--- src/rtl/nn_pkg.sv ---
// Shared definitions for the neural-network sequencer: op codes, FSM states
// and phase-length arithmetic.
package nn_pkg;
  localparam int OP_NOP       = 0;
  localparam int OP_SET_LAYER = 1;
  localparam int OP_SET_COST  = 2;
  localparam int OP_END_EPOCH = 3;

  typedef enum logic [3:0] {
    ST_IDLE, ST_LOAD_W, ST_FORWARD, ST_DRAIN, ST_COST_WAIT,
    ST_COST_BP, ST_DCDW, ST_DONE, ST_ERR
  } state_t;

  // Cycles spent in a phase for target layer l with r systolic rows.
  function automatic int unsigned phase_len(state_t s, int unsigned l, int unsigned r);
    case (s)
      ST_LOAD_W, ST_FORWARD, ST_DRAIN, ST_COST_WAIT, ST_COST_BP: return r;
      ST_DCDW:         return l * r;
      ST_DONE, ST_ERR: return 1;
      default:         return 0;
    endcase
  endfunction
endpackage

--- src/rtl/nn_row_layer_counter.sv ---
// Row/layer counter: rows wrap 0..ROW_SIZE-1 and carry into the layer count.
// Exposes next-cycle values so the sequencer can register its outputs.
module nn_row_layer_counter #(
  parameter int ROW_SIZE   = 3,
  parameter int MAX_LAYERS = 4,
  localparam int RW = (ROW_SIZE > 1) ? $clog2(ROW_SIZE) : 1,
  localparam int LW = (MAX_LAYERS > 1) ? $clog2(MAX_LAYERS) : 1
) (
  input  logic          clk,
  input  logic          reset,
  input  logic          i_clr,
  input  logic          i_en,
  input  logic [LW-1:0] i_last_layer,
  output logic [RW-1:0] o_row_nxt,
  output logic [LW-1:0] o_layer_nxt,
  output logic          o_last_row,
  output logic          o_last_layer
);
  logic [RW-1:0] r_row;
  logic [LW-1:0] r_layer;

  assign o_last_row   = (r_row == RW'(ROW_SIZE - 1));
  assign o_last_layer = (r_layer == i_last_layer);

  always_comb begin
    o_row_nxt   = r_row;
    o_layer_nxt = r_layer;
    if (i_clr) begin
      o_row_nxt   = '0;
      o_layer_nxt = '0;
    end else if (i_en) begin
      if (o_last_row) begin
        o_row_nxt   = '0;
        o_layer_nxt = r_layer + LW'(1);
      end else begin
        o_row_nxt = r_row + RW'(1);
      end
    end
  end

  always_ff @(posedge clk) begin
    if (reset) begin
      r_row   <= '0;
      r_layer <= '0;
    end else begin
      r_row   <= o_row_nxt;
      r_layer <= o_layer_nxt;
    end
  end
endmodule

--- src/rtl/nn_sequencer.sv ---
// Registered layer/cost sequencer: accepts ops over valid/ready and walks the
// load, forward, drain, cost and dc/dw phases with its own row/layer counters.
module nn_sequencer
  import nn_pkg::*;
#(
  parameter int OP_SIZE    = 4,
  parameter int ROW_SIZE   = 3,
  parameter int MAX_LAYERS = 4,
  parameter int IDX_W      = 32,
  parameter int EPOCH_W    = 16
) (
  input  logic               clk,
  input  logic               reset,
  input  logic               enable,
  input  logic [OP_SIZE-1:0] op,
  input  logic               op_valid,
  output logic               op_ready,
  input  logic [IDX_W-1:0]   layer_index,
  input  logic [EPOCH_W-1:0] epoch_size,
  output logic [IDX_W-1:0]   w_layer_index,
  output logic [IDX_W-1:0]   w_row_index,
  output logic               is_load,
  output logic               is_update,
  output logic               i_is_load,
  output logic               load_w,
  output logic               backprop_cost,
  output logic               use_z,
  output logic               is_cost_layer,
  output logic               op_done,
  output logic               op_error,
  output logic               busy,
  output logic [EPOCH_W-1:0] epoch_count,
  output logic               epoch_done
);
  localparam int RW = (ROW_SIZE > 1) ? $clog2(ROW_SIZE) : 1;
  localparam int LW = (MAX_LAYERS > 1) ? $clog2(MAX_LAYERS) : 1;

  state_t             r_state, w_state_n;
  logic [LW-1:0]      r_l, w_l_n, w_last_layer, w_layer_nxt;
  logic [RW-1:0]      w_row_nxt;
  logic               w_accept, w_layer_ok, w_clr, w_step, w_last_row, w_last_layer_hit;
  logic               w_wrap;
  logic [EPOCH_W:0]   w_inc, w_sz;
  logic [EPOCH_W-1:0] w_epoch_n;
  logic               w_is_load, w_is_update, w_i_is_load, w_load_w, w_bp, w_use_z;
  logic               w_cost, w_done, w_err;
  logic [IDX_W-1:0]   w_wl, w_wr;

  assign w_layer_ok   = (layer_index < IDX_W'(MAX_LAYERS));
  assign w_accept     = (r_state == ST_IDLE) && op_ready && enable && op_valid;
  assign w_last_layer = r_l - LW'(1);
  assign w_inc        = {1'b0, epoch_count} + (EPOCH_W + 1)'(1);
  assign w_sz         = (epoch_size == '0) ? (EPOCH_W + 1)'(1) : {1'b0, epoch_size};

  nn_row_layer_counter #(.ROW_SIZE(ROW_SIZE), .MAX_LAYERS(MAX_LAYERS)) u_cnt (
    .clk          (clk),
    .reset        (reset),
    .i_clr        (w_clr),
    .i_en         (w_step),
    .i_last_layer (w_last_layer),
    .o_row_nxt    (w_row_nxt),
    .o_layer_nxt  (w_layer_nxt),
    .o_last_row   (w_last_row),
    .o_last_layer (w_last_layer_hit)
  );

  always_comb begin : next_state
    w_state_n = r_state;
    w_l_n     = r_l;
    w_clr     = 1'b0;
    w_step    = 1'b0;
    w_wrap    = 1'b0;
    w_epoch_n = epoch_count;
    if (r_state == ST_IDLE) begin
      if (w_accept) begin
        w_clr = 1'b1;
        if (op == OP_SIZE'(OP_SET_LAYER) || op == OP_SIZE'(OP_SET_COST)) begin
          if (w_layer_ok) begin
            w_l_n     = layer_index[LW-1:0];
            w_state_n = (op == OP_SIZE'(OP_SET_LAYER)) ? ST_LOAD_W : ST_COST_WAIT;
          end else begin
            w_state_n = ST_ERR;
          end
        end else if (op == OP_SIZE'(OP_END_EPOCH)) begin
          w_state_n = ST_DONE;
          w_wrap    = (w_inc >= w_sz);
          w_epoch_n = w_wrap ? '0 : w_inc[EPOCH_W-1:0];
        end else if (op != OP_SIZE'(OP_NOP)) begin
          w_state_n = ST_ERR;
        end
      end
    end else if (enable) begin
      // a low enable leaves state, counters and the latched layer untouched
      unique case (r_state)
        ST_LOAD_W:    if (w_last_row) begin w_state_n = ST_FORWARD; w_clr = 1'b1; end else w_step = 1'b1;
        ST_FORWARD:   if (w_last_row) begin w_state_n = ST_DRAIN;   w_clr = 1'b1; end else w_step = 1'b1;
        ST_DRAIN:     if (w_last_row) w_state_n = ST_DONE; else w_step = 1'b1;
        ST_COST_WAIT: if (w_last_row) begin w_state_n = ST_COST_BP; w_clr = 1'b1; end else w_step = 1'b1;
        ST_COST_BP: begin
          if (w_last_row) begin
            w_clr     = 1'b1;
            w_state_n = (phase_len(ST_DCDW, 32'(r_l), ROW_SIZE) == 0) ? ST_DONE : ST_DCDW;
          end else begin
            w_step = 1'b1;
          end
        end
        ST_DCDW:      if (w_last_row && w_last_layer_hit) w_state_n = ST_DONE; else w_step = 1'b1;
        default:      w_state_n = ST_IDLE;
      endcase
    end
  end

  // Decode the outputs of the slot being entered so they can be registered.
  always_comb begin : decode
    w_is_load   = 1'b0;
    w_is_update = 1'b0;
    w_i_is_load = 1'b0;
    w_load_w    = 1'b0;
    w_bp        = 1'b0;
    w_use_z     = 1'b0;
    w_cost      = 1'b0;
    w_done      = 1'b0;
    w_err       = 1'b0;
    w_wl        = '0;
    w_wr        = '0;
    unique case (w_state_n)
      ST_LOAD_W: begin
        w_load_w  = 1'b1;
        w_is_load = 1'b1;
        w_wl      = IDX_W'(w_l_n);
        w_wr      = IDX_W'(w_row_nxt);
      end
      ST_FORWARD: begin
        w_is_load   = 1'b1;
        w_is_update = 1'b1;
        w_i_is_load = (w_l_n == '0);
        w_use_z     = (w_l_n != '0);
        w_wl        = IDX_W'(w_l_n);
        w_wr        = IDX_W'(w_row_nxt);
      end
      ST_COST_BP: begin
        w_bp        = 1'b1;
        w_use_z     = 1'b1;
        w_is_update = 1'b1;
        w_wl        = IDX_W'(w_l_n);
        w_wr        = IDX_W'(w_row_nxt);
      end
      ST_DCDW: begin
        w_cost      = 1'b1;
        w_is_update = 1'b1;
        w_wl        = IDX_W'(w_layer_nxt);
        w_wr        = IDX_W'(w_row_nxt);
      end
      ST_DONE: w_done = 1'b1;
      ST_ERR:  w_err  = 1'b1;
      default: ;
    endcase
  end

  always_ff @(posedge clk) begin
    if (reset) begin
      r_state       <= ST_IDLE;
      r_l           <= '0;
      op_ready      <= 1'b1;
      busy          <= 1'b0;
      w_layer_index <= '0;
      w_row_index   <= '0;
      is_load       <= 1'b0;
      is_update     <= 1'b0;
      i_is_load     <= 1'b0;
      load_w        <= 1'b0;
      backprop_cost <= 1'b0;
      use_z         <= 1'b0;
      is_cost_layer <= 1'b0;
      op_done       <= 1'b0;
      op_error      <= 1'b0;
      epoch_count   <= '0;
      epoch_done    <= 1'b0;
    end else begin
      r_state       <= w_state_n;
      r_l           <= w_l_n;
      op_ready      <= (w_state_n == ST_IDLE) && enable;
      busy          <= (w_state_n != ST_IDLE);
      w_layer_index <= w_wl;
      w_row_index   <= w_wr;
      is_load       <= w_is_load   && enable;
      is_update     <= w_is_update && enable;
      i_is_load     <= w_i_is_load && enable;
      load_w        <= w_load_w    && enable;
      backprop_cost <= w_bp        && enable;
      use_z         <= w_use_z     && enable;
      is_cost_layer <= w_cost      && enable;
      op_done       <= w_done      && enable;
      op_error      <= w_err       && enable;
      epoch_count   <= w_epoch_n;
      epoch_done    <= w_wrap;
    end
  end
endmodule

--- config.mk ---
export PLATFORM = sky130hd
export DESIGN_NAME = nn_sequencer
export DESIGN_NICKNAME = d
export VERILOG_FILES = /design/src/rtl/nn_pkg.sv /design/src/rtl/nn_row_layer_counter.sv /design/src/rtl/nn_sequencer.sv
export SDC_FILE = /design/constraint.sdc
export NUM_CORES = 1
export LEC_CHECK = 0
export ABC_AREA = 1
export CORE_MARGIN = 3
export CORE_UTILIZATION = 38
export DETAILED_ROUTE_END_ITERATION = 10
export HOLD_SLACK_MARGIN = 0.02
export PLACE_DENSITY_LB_ADDON = 0.1
export SYNTH_ARGS = -nofsm -noshare
export SYNTH_HDL_FRONTEND = slang
export SYNTH_SLANG_ARGS = --single-unit
--- constraint.sdc ---
create_clock -name clk -period 2.7 [get_ports clk]
set_input_delay 0.54 -clock clk [delete_from_list [all_inputs] [get_ports clk]]
set_output_delay 0.54 -clock clk [all_outputs]
set_load 0.02 [all_outputs]
# Yosys cells after proc, flatten, opt, wreduce, memory -nomap -nowiden
# Cells that the tools add are included.
[word_totals]
reg_bits = 102
latch_bits = 0
ramBits = 0
romBits = 0
input_bits = 56
out_inout_bits = 92
wordCells = 133
mem_count = 0
[op_classes]
add_sub_neg = 4
multipliers = 1
div_mod_pow = 0
order_cmp = 2
eq_ne = 17
shifts = 0
muxes = 52
n_bitwise = 5
reduce_logical = 32
[ops]
columns = ["op", "n"]
rows = [
  ["$mux 32", 4],
  ["$mux 4", 13],
  ["$logic_not 32->1", 1],
  ["$lt 32x3->1 const B", 1],
  ["$mux 16", 2],
  ["$eq 4x3->1 const B", 6],
  ["$pmux 4 s6", 1],
  ["$eq 4x2->1 const B", 5],
  ["$mux 2", 10],
  ["$mux 1", 18],
  ["$add 16x1->17 const B", 1],
  ["$ge 17x16->1", 1],
  ["$logic_not 16->1", 1],
  ["$logic_and 1x1->1", 14],
  ["$eq 4x1->1 const B", 3],
  ["$reduce_or 5->1", 2],
  ["$logic_not 4->1", 2],
  ["$reduce_bool 4->1", 2],
  ["$reduce_or 4->1", 2],
  ["$reduce_or 3->1", 2],
  ["$not 1->1", 5],
  ["$add 2x1->2 const B", 2],
  ["$eq 4x4->1 const B", 1],
  ["$mul 2x2->4 const B", 1],
  ["11 further kinds", 13],
]

# Depth between registers and ports, before layout
[depth]
depth_word = 15
mapped_depth = 21

# Cells and area by module
# From an unflattened synthesis, not the netlist that was laid out.
[unflattened]
cells_unflattened = 510
hier_area_um2 = 3338.2
[by_module_without_submodules]
columns = ["mod", "n_inst", "cells_each", "area_each_um2"]
rows = [
  ["nn_sequencer", 1, 473, 3101.7],
  ["nn_row_layer_counter", 1, 37, 236.5],
]

# Worst setup path before layout
# OpenSTA, ideal clock, no wires.
[synth_path]
path_type = "flip-flop to flip-flop"
startpoint = "register epoch_count[0]"
endpoint = "register epoch_count[10]"
t_arrival_ns = 2.859
setup_slack_ns = -0.276
path_stages_with_launch = 22
period_less_slack_ns = 2.976
cell_sequence = "dfxtp_1 -> ha_1 -> nand2_1 -> nor2_1 -> nand3_1 -> nor2_2 -> nand3_2 -> nor2_2 -> xor2_1 -> ha_1 -> nand2_1 -> nor4_1 -> nand2_1 -> nand2_1 -> nand2_1 -> nand2_1 -> nand2_1 -> nand3_1 -> nand2_1 -> nand2_4 -> buf_6 -> nor2_1"
[synth_via]
elab_chain_cells = 3
[synth_lines]
columns = ["item", "line", "rtl"]
rows = [
  ["from (decl)", "nn_sequencer.sv:32", "output logic [EPOCH_W-1:0] epoch_count,"],
  ["from (signal assigned)", "nn_sequencer.sv:195", "epoch_count <= w_epoch_n;"],
  ["$add 16x1->17 (*)", "nn_sequencer.sv:52", "assign w_inc = {1'b0, epoch_count} + (EPOCH_W + 1)'(1);"],
  ["$ge 17x16->1", "nn_sequencer.sv:86", "w_wrap = (w_inc >= w_sz);"],
  ["$mux 16 (*)", "nn_sequencer.sv:87", "w_epoch_n = w_wrap ? '0 : w_inc[EPOCH_W-1:0];"],
]
# Mark *: on every way between the ends. The rest lies on a longest branch, timed or not.
# A chain may end at the register's enable or synchronous reset.

# Worst setup path in the final report
[layout_path]
startpoint = "register epoch_count[0]"
endpoint = "register epoch_count[9]"
# Same word-level chain as after synthesis.

==> flow_metrics.py <==
metrics = {
    "timing": {
        "fin_crit_ns": 2.74,
        "fin_crit_sh_pct": 101,
        "setup_viol": 13,
        "rsz0062_at_grt": "true",
        "hold_ws_ns": 0.528,
        "drv_slew": 0,
        "setup_slack_ns": -0.0360,
        "fin_skew_ns": 0.00876,
        "fmax_mhz": 365,
        "hold_violations": 0,
    },
    "drt": {
        "routed_wl_um": 8790,
        "avgViaCountPerCell": 4.50,
        "ant_nets": 0,
        "firstDrtPassIters": 4,
        "vias": 3187,
        "drt_iter0_drc": 142,
        "route.detailed.drc": 0,
        "wl_per_cell_um": 12.4,
    },
    "clocking": {
        "cts_buffer_depth": 2,
        "htreeDepth": 2,
        "insertion_delay_ns": 0.30,
        "clk_pin_slew_ns": 0.09,
        "cts_hold_buf": 0,
        "cts_tree": "yes",
        "clock-root-buffer": "clkbuf_8",
        "numCtsBuffers": 5,
        "cts_num_sinks": 42,
    },
    "pwr": {
        "finalPower_uw": 1670,
        "vdd_drop_max_v": 0.000389,
        "pwr_density_cell_nw_per_um2": 365,
        "cellLeakagePower_uw": 0.00216,
    },
    "yosys": {
        "ys_seq_area_share_pct": 25.6,
        "ys_ff_latch": 42,
        "yosys_warnings": 0,
        "postSynthCellCount": 484,
        "synth_area_sq_um": 3280,
        "yosysUniqueCellTypes": 35,
        "postSynthAreaPerCell_sq_um": 6.78,
    },
    "critical_path": {
        "crit_type": "reg2reg",
        "regToRegSetupSlack_ns": -0.04,
        "critPathLaunch": "epoch_count[0]",
        "worstRegToRegCells": 20,
        "crit_required_ns": 2.94,
        "critical_path_arrival_ns": 2.98,
        "crit_fanout": 8,
        "crit_top_cell": "nand2_1",
        "slowest_delay_ns": 0.38,
        "worstSetupStartpointType": "register",
        "r2r_start": "epoch_count[0]",
        "path_cells": "ha_4, nand2_4, nor2_4, nand3_4, nor2_4, buf_4, buf_4, xor2_4, ha_4, nand2_1, o21ai_0, a21oi_1, nand2_1, nand2_1, nand2_1, nand2_1, nand3_2, nand2_4, nand2_8, nor2_1",
        "r2r_end": "epoch_count[9]",
        "critPathCaptureType": "register",
        "worstSetupEndpoint": "epoch_count[9]",
        "cp_slowest_cell": "dfxtp_4",
    },
    "die": {
        "die_area_sq_um": 9790,
        "die_w_um": 98.9,
        "die_h_um": 98.9,
        "io_pins": 148,
        "start_util_pct": 39.5,
        "row_count": 33,
        "coreArea_sq_um": 8300,
    },
    "cells_and_area": {
        "mostFrequentLayoutCell": "nand2_1",
        "antenna_cells": 0,
        "areaGrowthSynthToFinish_pct": 39.6,
        "stdcell_count": 709,
        "layout-drive-gt1-share_pct": 16.1,
        "final_nets": 677,
        "final_cell_mix": "91 x nand2_1, 87 x clkdlybuf4s50_1, 60 x conb_1",
        "fillers": 843,
    },
    "placement": {
        "hpwl_um": 6880,
        "place_ws_ns": -0.200,
        "portBuffers": 87,
        "globalplace.congestion": 0.805,
        "dpl.cell_count": 686,
    },
    "global_route": {
        "antenna_found_initial": 0,
        "grt_pass1_wl_um": 13500,
        "overflow": 0,
        "grt_max_degree": 19,
        "grt_pass1_vias": 2872,
        "grt.total_usage_pct": 16.7,
    },
    "status": {
        "status": "complete, but fails checks",
        "violations": "setup timing",
    },
    "min_path": {
        "min_path_type": "reg2reg",
    },
    "flow_run": {
        "cap_violations": 0,
    },
}
==> worst min path at each step <==
stage	cells after the start	slack [ns]	start	end
global route	2	0.55	u_cnt.r_row[1]	u_cnt.r_row[1]
finish	2	0.53	u_cnt.r_row[1]	u_cnt.r_row[1]
floorplan	2	0.48	u_cnt.r_row[1]	u_cnt.r_row[1]
global placement	2	0.51	u_cnt.r_row[1]	u_cnt.r_row[1]
detailed placement	2	0.52	u_cnt.r_row[1]	u_cnt.r_row[1]
CTS	2	0.53	u_cnt.r_row[1]	u_cnt.r_row[1]
==> critical path: cells and delay by family, from the launching register on <==
| family | cells | cell delay [ns] |
|---|---|---|
| xor gates and xnor gates | 1 | 0.20 |
| and+or+nand+nor | 13 | 1.22 |
| adders and majority gates | 2 | 0.38 |
| AOI/OAI and AO/OA | 2 | 0.25 |
| DFF | 1 | 0.38 |
| buffers and inverters | 2 | 0.25 |
==> synthesized netlist by cell type <==
| cell | n | area (sq um) |
|---|---|---|
| dfxtp_1 | 42 | 841 |
| nand3_2 | 3 | 30.0 |
| nor4_1 | 7 | 43.8 |
| mux2i_1 | 2 | 20.0 |
| buf_4 | 62 | 465 |
| o211ai_4 | 1 | 21.3 |
| conb_1 | 1 | 3.75 |
| a21oi_1 | 17 | 85.1 |
| o21ai_1 | 7 | 35.0 |
| o21a_1 | 3 | 22.5 |
| nand4_1 | 2 | 12.5 |
| nor2_4 | 3 | 33.8 |
| nand2_1 | 94 | 353 |
| nor2_2 | 4 | 25.0 |
| nand3_1 | 14 | 70.1 |
| a21oi_2 | 3 | 26.3 |
| nor3_1 | 9 | 45.0 |
| nand2_4 | 3 | 33.8 |
| inv_1 | 59 | 221 |
| ha_1 | 18 | 225 |
| clkbuf_1 | 2 | 7.51 |
| a41o_1 | 1 | 10.0 |
| o211ai_1 | 1 | 7.51 |
| a31oi_1 | 1 | 6.26 |
| inv_4 | 2 | 12.5 |
| xnor2_1 | 1 | 8.76 |
| inv_2 | 3 | 11.3 |
| nor2_8 | 1 | 20.0 |
| buf_6 | 2 | 22.5 |
| nor2_1 | 72 | 270 |
| or2_1 | 1 | 6.26 |
| xor2_1 | 17 | 149 |
| o21ai_0 | 22 | 110 |
| a211oi_1 | 1 | 7.51 |
| nand2_2 | 3 | 18.8 |
==> report_power, final <==
group	internal [uW]	switching [uW]	total, uW	leakage, uW
clock	192	250	442	0.0000495
combinational	203	341	545	0.00177
sequential	649	35.4	684	0.000341
==> through the flow <==
step                      setup TNS [ns]  util, %  instance area [sq um]
final                             -0.276     55.2                   4580
after global routing               -3.14     55.2                   4580
after CTS                              0     53.0                   4400
after detailed placement           -2.92     50.2                   4170
after global placement             -1.13     50.2                   4170
after floorplan                        0        -                   3530
==> flip-flops by register name, indices dropped and copies added, names as in the netlist, 2 cells and up <==
| signal | flops |
|---|---|
| w_layer_index | 2 |
| u_cnt.r_layer | 2 |
| u_cnt.r_row | 2 |
| epoch_count | 16 |
| w_row_index | 2 |
| r_state | 4 |
| r_l | 2 |
==> layout make-up <==
class | instances | area, sq um | share of cell area (%)
inverters | 64 | 245 | 5.35
clock buffers | 5 | 68.8 | 1.50
clock inverters | 3 | 26.3 | 0.573
repair buffers | 118 | 1100 | 24.1
well taps | 105 | 131 | 2.87
flip-flops and latches | 42 | 850 | 18.5
multi-input cells | 372 | 2160 | 47.1
==> logic make-up (layout without fill, tap and decap cells) <==
group | Yosys count | count (layout) | synth area share [%]
DFF | 42 | 42 | 25.6
muxes | 2 | 2 | 0.610
xor gates and xnor gates | 18 | 18 | 4.80
and+or+nand+nor | 216 | 217 | 29.3
other | 1 | 60 | 0.114
buffers and inverters | 130 | 190 | 22.6
AOI/OAI and AO/OA | 57 | 57 | 10.1
adders and majority gates | 18 | 18 | 6.86
==> metal layers <==
layer | GRT usage, % | up-vias | share of wire [%]
met5 | 0 | - | 0
met4 | 2.84 | 0 | 0.61
met3 | 3.96 | 7 | 7.7
met2 | 26.7 | 106 | 46
met1 | 23.3 | 1438 | 46
li1 | - | 1636 | -
==> repair_timing <==
item                       4_1_cts  5_1_grt
gates resized for setup         18       23
pin swaps                       12       14
setup endpoints to repair       17       17
gates cloned                     1        0
setup buffers                    6        8
Power figures use the tool's default switching activity.
